==> src/rtl/config_pkg.sv <==
// Shared configuration and storage types for the speculative GHR checkpoint queue.
package config_pkg;

    typedef struct packed {
        int unsigned ghr_bits;
        int unsigned depth;
    } cfg_t;

    localparam cfg_t        CFG     = '{ghr_bits: 32'd8, depth: 32'd8};
    localparam int unsigned GHR_W   = CFG.ghr_bits;
    localparam int unsigned DEPTH_N = CFG.depth;
    localparam int unsigned IDX_W   = $clog2(DEPTH_N);

    // Extra MSB is the wrap bit that distinguishes full from empty.
    typedef logic [IDX_W:0] ptr_t;

    typedef struct packed {
        logic             valid;
        logic             resolved;
        logic [31:0]      pc;
        logic [GHR_W-1:0] ghr_before;
        logic             pred_taken;
        logic             actual_taken;
    } entry_t;

    function automatic logic [GHR_W-1:0] ghr_push(input logic [GHR_W-1:0] ghr,
                                                  input logic             bit_in);
        return {ghr[GHR_W-2:0], bit_in};
    endfunction

endpackage

==> src/rtl/ghr_ckpt_q.sv <==
// In-flight branch queue: checkpoints the speculative GHR per predicted branch,
// repairs it on mispredict or flush, and trains the predictor in program order.
module ghr_ckpt_q
    import config_pkg::*;
#(
    parameter int GHR_BITS = GHR_W,
    parameter int DEPTH    = DEPTH_N,
    parameter int TAG_W    = $clog2(DEPTH)
) (
    input  logic                clk_i,
    input  logic                rst_i,
    input  logic                alloc_valid_i,
    output logic                alloc_ready_o,
    input  logic [31:0]         alloc_pc_i,
    input  logic                alloc_pred_taken_i,
    output logic [TAG_W-1:0]    alloc_tag_o,
    output logic [GHR_BITS-1:0] spec_ghr_o,
    input  logic                resolve_valid_i,
    input  logic [TAG_W-1:0]    resolve_tag_i,
    input  logic                resolve_taken_i,
    input  logic                flush_i,
    output logic                update_valid_o,
    output logic [31:0]         update_pc_o,
    output logic [GHR_BITS-1:0] update_ghr_o,
    output logic                update_taken_o
);

    entry_t              ent_q [DEPTH];
    entry_t              ent_d [DEPTH];
    ptr_t                head_q, head_d, tail_q, tail_d;
    logic [GHR_BITS-1:0] spec_ghr_q, spec_ghr_d, cmt_ghr_q, cmt_ghr_d;
    logic                upd_valid_q, upd_valid_d;
    logic [31:0]         upd_pc_q, upd_pc_d;
    logic [GHR_BITS-1:0] upd_ghr_q, upd_ghr_d;
    logic                upd_taken_q, upd_taken_d;

    logic [TAG_W-1:0]    head_idx_s, tail_idx_s, res_off_s;
    ptr_t                count_s;
    logic                full_s, commit_s, res_hit_s, mispredict_s, alloc_fire_s;

    assign head_idx_s = head_q[TAG_W-1:0];
    assign tail_idx_s = tail_q[TAG_W-1:0];
    assign count_s    = tail_q - head_q;
    // Registered occupancy only: a commit in this cycle does not open a slot yet.
    assign full_s     = (count_s == ptr_t'(DEPTH));
    assign commit_s   = ent_q[head_idx_s].valid && ent_q[head_idx_s].resolved;
    assign res_hit_s  = resolve_valid_i && ent_q[resolve_tag_i].valid && !flush_i;
    assign mispredict_s = res_hit_s && (resolve_taken_i != ent_q[resolve_tag_i].pred_taken);
    assign alloc_fire_s = alloc_valid_i && !full_s && !mispredict_s && !flush_i;
    assign res_off_s  = resolve_tag_i - head_idx_s;

    assign alloc_ready_o  = !full_s;
    assign alloc_tag_o    = tail_idx_s;
    assign spec_ghr_o     = spec_ghr_q;
    assign update_valid_o = upd_valid_q;
    assign update_pc_o    = upd_pc_q;
    assign update_ghr_o   = upd_ghr_q;
    assign update_taken_o = upd_taken_q;

    // Next-state for queue storage, pointers, GHRs and the training outputs.
    always_comb begin
        ent_d       = ent_q;
        head_d      = head_q;
        tail_d      = tail_q;
        spec_ghr_d  = spec_ghr_q;
        cmt_ghr_d   = cmt_ghr_q;
        upd_valid_d = 1'b0;
        upd_pc_d    = upd_pc_q;
        upd_ghr_d   = upd_ghr_q;
        upd_taken_d = upd_taken_q;

        ent_d[resolve_tag_i].resolved     = ent_q[resolve_tag_i].resolved | res_hit_s;
        ent_d[resolve_tag_i].actual_taken = res_hit_s ? resolve_taken_i
                                                      : ent_q[resolve_tag_i].actual_taken;

        if (commit_s) begin
            ent_d[head_idx_s].valid = 1'b0;
            head_d      = head_q + ptr_t'(1'b1);
            cmt_ghr_d   = ghr_push(cmt_ghr_q, ent_q[head_idx_s].actual_taken);
            upd_valid_d = 1'b1;
            upd_pc_d    = ent_q[head_idx_s].pc;
            upd_ghr_d   = ent_q[head_idx_s].ghr_before;
            upd_taken_d = ent_q[head_idx_s].actual_taken;
        end else begin
            upd_valid_d = 1'b0;
        end

        if (flush_i) begin
            for (int i = 0; i < DEPTH; i++) begin
                ent_d[i].valid = 1'b0;
            end
            tail_d     = head_d;
            spec_ghr_d = cmt_ghr_d;
        end else if (mispredict_s) begin
            // Age is the distance from head; anything older-than-or-equal survives.
            for (int i = 0; i < DEPTH; i++) begin
                ent_d[i].valid = ent_d[i].valid && !((TAG_W'(i) - head_idx_s) > res_off_s);
            end
            tail_d     = head_q + ptr_t'(res_off_s) + ptr_t'(1'b1);
            spec_ghr_d = ghr_push(ent_q[resolve_tag_i].ghr_before, resolve_taken_i);
        end else if (alloc_fire_s) begin
            ent_d[tail_idx_s] = '{valid:        1'b1,
                                  resolved:     1'b0,
                                  pc:           alloc_pc_i,
                                  ghr_before:   spec_ghr_q,
                                  pred_taken:   alloc_pred_taken_i,
                                  actual_taken: 1'b0};
            tail_d     = tail_q + ptr_t'(1'b1);
            spec_ghr_d = ghr_push(spec_ghr_q, alloc_pred_taken_i);
        end else begin
            tail_d     = tail_q;
            spec_ghr_d = spec_ghr_q;
        end
    end

    // State registers with asynchronous active-low reset.
    always_ff @(posedge clk_i or negedge rst_i) begin
        if (!rst_i) begin
            ent_q       <= '{default: '0};
            head_q      <= '0;
            tail_q      <= '0;
            spec_ghr_q  <= '0;
            cmt_ghr_q   <= '0;
            upd_valid_q <= 1'b0;
            upd_pc_q    <= 32'd0;
            upd_ghr_q   <= '0;
            upd_taken_q <= 1'b0;
        end else begin
            ent_q       <= ent_d;
            head_q      <= head_d;
            tail_q      <= tail_d;
            spec_ghr_q  <= spec_ghr_d;
            cmt_ghr_q   <= cmt_ghr_d;
            upd_valid_q <= upd_valid_d;
            upd_pc_q    <= upd_pc_d;
            upd_ghr_q   <= upd_ghr_d;
            upd_taken_q <= upd_taken_d;
        end
    end

endmodule

==> config.mk <==
export PLATFORM = sky130hd
export DESIGN_NAME = ghr_ckpt_q
export DESIGN_NICKNAME = d
export VERILOG_FILES = /design/src/rtl/config_pkg.sv /design/src/rtl/ghr_ckpt_q.sv
export SDC_FILE = /design/constraint.sdc
export NUM_CORES = 1
export LEC_CHECK = 0
export ABC_AREA = 1
export CORE_MARGIN = 3
export CORE_UTILIZATION = 55
export DETAILED_ROUTE_END_ITERATION = 10
export GPL_TIMING_DRIVEN = 1
export PLACE_DENSITY = 0.86
export SYNTH_ARGS = -nofsm -noshare
export SYNTH_HDL_FRONTEND = slang
export SYNTH_SLANG_ARGS = --single-unit
==> constraint.sdc <==
create_clock -name clk_i -period 3 [get_ports clk_i]
set_input_delay 0.3 -clock clk_i [delete_from_list [all_inputs] [get_ports clk_i]]
set_output_delay 0.3 -clock clk_i [all_outputs]
set_load 0.05 [all_outputs]
After elaboration in Yosys (flattened, before gate mapping)
Index checks and enable logic that the tools add are counted.
{ "word_totals": {"latch_bits": 0, "input_bits": 42, "ff_bits": 418, "rom_bits": 0, "ram_bits": 0, "output_inout_bits": 54, "mem_count": 0, "elab_cells": 182} }
{ "classes": {"bitwise": 4, "div_mod_pow": 0, "shift": 0, "mul": 0, "add_sub_neg": 14, "n_lt_le_gt_ge": 14, "mux": 62, "eq_ne": 2, "n_reduce_logical": 30} }
{ "ops": {"columns": ["cell", "count"], "rows": [
  ["$bwmux 352", 4],
  ["$mux 43", 17],
  ["$mux 352", 2],
  ["$demux 44 s3", 4],
  ["$bmux 44 s3", 2],
  ["$mux 44", 6],
  ["$mux 8", 4],
  ["$gt 3x3->1", 8],
  ["$mux 1", 19],
  ["$logic_and 1x1->1", 18],
  ["$mux 4", 4],
  ["$add 4x1->4 const B", 3],
  ["$ge 4x4->1 const B", 3],
  ["$lt 4x1->1 const B", 3],
  ["$not 3->4", 3],
  ["$sub 3x3->3 const A", 4],
  ["$logic_not 1->1", 11],
  ["$sub 1x3->3 const A", 2],
  ["$sub 2x3->3 const A", 2],
  ["$add 4x3->4", 1],
  ["$eq 4x4->1 const B", 1],
  ["$sub 4x4->4", 1],
  ["$reduce_bool 3->1", 1],
  ["$sub 3x3->3", 1],
  ["2 further kinds", 2]
]} }

Longest topological paths before layout
Gate-level depths: netlist of run 1.
{ "logic_depth": {"ltp_word": 15, "depth_mapped": 20, "ltp_nobuf": 19} }

Least setup slack after synthesis of run 1
Ideal clock, no wire load.
{ "synth_timing": {"kind": "register to register", "start": "register head_q[1]", "end": "register tail_q[3]", "stages_incl_launch_ff": 19, "synth_period_minus_slack_ps": 3182, "arrival_time_ps": 3065, "path_slack_ps": -182, "path_buffers": 2, "required_ps": 2883, "setup_time_ps": 117, "cell_sequence": "dfrtp_1 inv_1 clkbuf_1 clkbuf_1 fa_1 xor2_1 nand2_1 nand2_1 inv_1 ha_1 a21oi_1 o21ai_0 xor2_1 inv_1 nand3_1 nand3_1 nand2_1 nand2_1 nand2_1"} }
{ "synth_via": {"elab_chain_len": 7, "elab_cells_between_ends": 19, "classes_between": "5 x add/sub; 1 x eq/ne; 6 x mux; 1 x bitwise; 6 x reduce/logical"} }
{ "synth_rtl": {"columns": ["element", "line_no", "source"], "rows": [
  ["start: declaration", "ghr_ckpt_q.sv:30", "ptr_t head_q, head_d, tail_q, tail_d;"],
  ["start signal: assignment", "ghr_ckpt_q.sv:120", "head_q <= '0;"],
  ["start signal: assignment", "ghr_ckpt_q.sv:130", "head_q <= head_d;"],
  ["parallel branches: the longest is 7 deep, another holds $add 4x3->4", null, null],
  ["end signal: assignment", "ghr_ckpt_q.sv:131", "tail_q <= tail_d;"],
  ["end: declaration", "ghr_ckpt_q.sv:30", null]
]} }
Parallel ways; which one is timed is not known. The select of a mux whose other input is x is not followed.
A chain may end at the register's enable or synchronous reset.

Final worst setup path of run 1
{ "layout_timing": {"start": "register head_q[0]", "end": "register ent_q[315] (netlist name)"} }
{ "layout_via": {"elab_chain_len": 10, "elab_cells_between_ends": 18, "classes_between": "1 x add/sub; 1 x eq/ne; 10 x mux; 1 x bitwise; 5 x reduce/logical"} }
{ "layout_rtl": {"columns": ["element", "line_no", "source"], "rows": [
  ["parallel branches: the longest is 9 deep, another holds $sub 4x4->4", null, null],
  ["$mux 43 (*)", "ghr_ckpt_q.sv:88", "if (flush_i) begin"],
  ["end signal: assignment", "ghr_ckpt_q.sv:129", "ent_q <= ent_d;"],
  ["end: declaration", "ghr_ckpt_q.sv:28", "entry_t ent_q [DEPTH];"]
]} }
Mark *: on every way between the ends. The select of a mux whose other input is x is not followed.

==> results of run 1 <==
critical path: stages (launching register included):
cell and delay, ps:
dfrtp_4 490, buf_4 220, ha_1 230, o21ai_1 200, nand2_1 70, nand2_1 60, nand2_1 50, nand2_1 50
nor2_1 70, nor2_4 280, nand4_4 340, buf_12 300, nand2_1 120, o21ai_0 110
synthesized netlist by cell type (3+ instances only):
library cell,instances
nor2_1,222
o211ai_1,12
buf_4,28
a22oi_1,9
nand3b_1,5
or2_2,3
buf_1,9
a21oi_1,30
clkinv_1,3
buf_2,26
a21o_1,3
xnor2_1,4
o21ai_1,49
o21a_1,7
clkbuf_1,84
o21ai_0,474
dfrtp_1,418
nand3_1,75
buf_6,19
xor2_1,6
nand4_1,19
a31oi_1,37
ha_1,23
o22ai_1,70
inv_1,139
nand2_1,640
per-layer routing:
layer,vias to the layer above,wire length (microns),share of wire [%],track usage (%)
met2,1110,26500,47,47.2
li1,8132,-,-,-
met1,8650,21500,38,38.3
met3,202,6070,11,6.36
met4,0,2350,4.2,13.5
met5,-,0,0,0
power groups by stage:
stage	Combinational (W)	Clock (W)	Sequential [W]
finish	0.0123	0.00572	0.00986
CTS	0.0121	0.00575	0.00980
global route	0.0136	0.00597	0.0101
floorplan	0.00752	0	0.0105
detailed placement	0.0119	0	0.00983
global placement	0.0115	0	0.00970
logic make-up after synthesis:
family	count (synthesis)	synth area share (%)
fa+ha+maj	25	1.64
buf+inv	310	7.24
simple gates	974	19.6
compound gates	695	18.6
xor+xnor	10	0.439
flops	418	52.5
worst max-delay path by stage:
stage | from | end | slack [ps] | cells after the start
finish | head_q[0]$_DFF_PN0_ | ent_q[315]$_DFFE_PN0P_ | 250 | 13
CTS | head_q[0]$_DFF_PN0_ | alloc_ready_o | 260 | 8
detailed placement | resolve_tag_i[0] | tail_q[3]$_DFFE_PN0P_ | -130 | 20
floorplan | head_q[1]$_DFF_PN0_ | tail_q[3]$_DFFE_PN0P_ | 30 | 18
global placement | resolve_tag_i[0] | tail_q[3]$_DFFE_PN0P_ | -110 | 20
global route | head_q[0]$_DFF_PN0_ | spec_ghr_o[0]$_DFFE_PN0P_ | 9 | 14
what timing repair did:
item | CTS | global route
buffers inserted | 0 | 0
gates resized for setup | 0 | 1
endpoints found under the setup margin | 0 | 1
endpoints found under the hold margin | 81 | 0
hold buffers | 1 | 0
flip-flops by register name, summed over array words and instances, names as in the netlist:
name and count:
update_pc_o 32, update_ghr_o 8, head_q 4, update_taken_o 1, spec_ghr_o 8, tail_q 4, cmt_ghr_q 8, ent_q 352
update_valid_o 1
layout make-up:
type	instances	area [sq um]	area share, %
antenna	1	2.50	0.0110
clock buffer	55	1200	5.28
clock inverter	23	319	1.40
inverter	144	543	2.39
multi-input combinational	1704	8050	35.4
sequential	418	10500	46.0
tap	461	577	2.54
timing repair buffer	154	1570	6.92
stage by stage:
step	setup TNS, ps	utilization (%)	worst slack [ps]	hold WS, ps	area, sq um
after floorplan	0	-	27.4	4.41	19900
after global placement	-131	59.5	-108	347	21200
after detailed placement	-253	59.5	-125	353	21200
after CTS	0	63.7	257	362	22700
after global routing	0	63.7	9.26	408	22700
final	0	63.8	253	323	22700
==> metrics.yaml, run 1 <==
grt_max_degree: 94
dr.first_iter.drc_count: 2016
cp_data_required_time_ps: 3410
initial_core_util_pct: 55.9
die_w_microns: 196
clockPowerShare_pct: 20.5
crit_fanout: 44
drc: 0
wirelength_mm: 56.4
relSlewSlack_pct: 32.8
fmax_mhz: 364
cts_buffers: 42
hold_viol: 0
ir_worst_vdd_uv: 760
finalSetupViolCount: 0
sequentialPowerShare_pct: 35.4
die_h_microns: 196
synthArstFlopShare_pct: 100
netlist.top_cell.by_area: "dfrtp_1"
ant_nets: 0
arrival_ps: 3160
core_area_sq_um: 35700
instances_no_fill: 2960
post-dp-hpwl_mm: 32.3
total_power_w: 0.0278
grt_pass1_wl_mm: 92.3
h-tree-depth: 2
period_minus_slack_ps: 2750
p_int_w: 0.0158
timing.rr.start: "head_q[0]$_DFF_PN0_"
layout_common_cells: "nand2_1, o21ai_0, dfrtp_1, nor2_1, inv_1"
firstDrtPassIters: 8
netlist_area_sq_um: 19900
cts.sinks: 418
startpoint_type: "register"
grt_use_total_pct: 29.3
period_share_pct: 91.6
synth_cell_types: 38
syn_inst: 2432
drv_cap: 0
root_buffer: "clkbuf_16"
numPortBuffers: 95
layout.cells.most_common: "nand2_1"
r2r_end: "ent_q[315]$_DFFE_PN0P_"
post_route_cells_drive_above_1_share_pct: 6.20
grt_pass1_vias: 18200
pin_count: 96
syn2layout_area_growth_pct: 14.0
r2r_slack_ps: 250
fp.dieArea_sq_um: 38600
p_leak_nw: 10.7
vias: 18100
slew_violations: 0
wl_per_cell_microns: 19.0
clk_pin_slew_worst_paths_ps: 60
placed_cells: 2880
gp_routability_congestion: 0.945
r2r_cells: 13
post_synth.cell_area_avg_sq_um: 8.20
synthFlopType: "dfrtp_1"
p_per_area_nw_per_um2: 1220
synth.top_cell.area_share_pct: 52.5
synth_area_leaders: "dfrtp_1, nand2_1, o21ai_0"
nets: 2531
switchingPower_w: 0.0121
cts_tree: "done"
routed_via_density: 6.11
rows: 69
path_class: "reg -> reg"
gr-total-overflow: 0
clock_skew_ps: 19.6
synth_nets: 2499
rsz0062_at_grt: "no"
clock_path_buffers: 3
holdCritPathClass: "in -> async"
grt_antenna_before_repair: 0
synth-edff-count: 0
worstSkewPairLatency_ps: 550
end_kind: "register"
yosysSeqAreaShare_pct: 52.5
ys_ff_latch: 418
worst_pin_slew_ps: 1010
comb_power_share_pct: 44.0
swShare_pct: 43.4
nFillCells: 2809
status: "finished, final reports clean"
ys_warn_count: 0
(Power assumes the default switching activity.)
==> run 2, diff against run 1 <==
--- a/config.mk
+++ b/config.mk
@@ -11,6 +11,7 @@
 export DETAILED_ROUTE_END_ITERATION = 10
 export GPL_TIMING_DRIVEN = 1
 export PLACE_DENSITY = 0.86
+export SKIP_CTS_REPAIR_TIMING = 1
 export SYNTH_ARGS = -nofsm -noshare
 export SYNTH_HDL_FRONTEND = slang
 export SYNTH_SLANG_ARGS = --single-unit
==> results of run 2 <==
The final DEF is identical to that of run 1; final timing and power are the same.
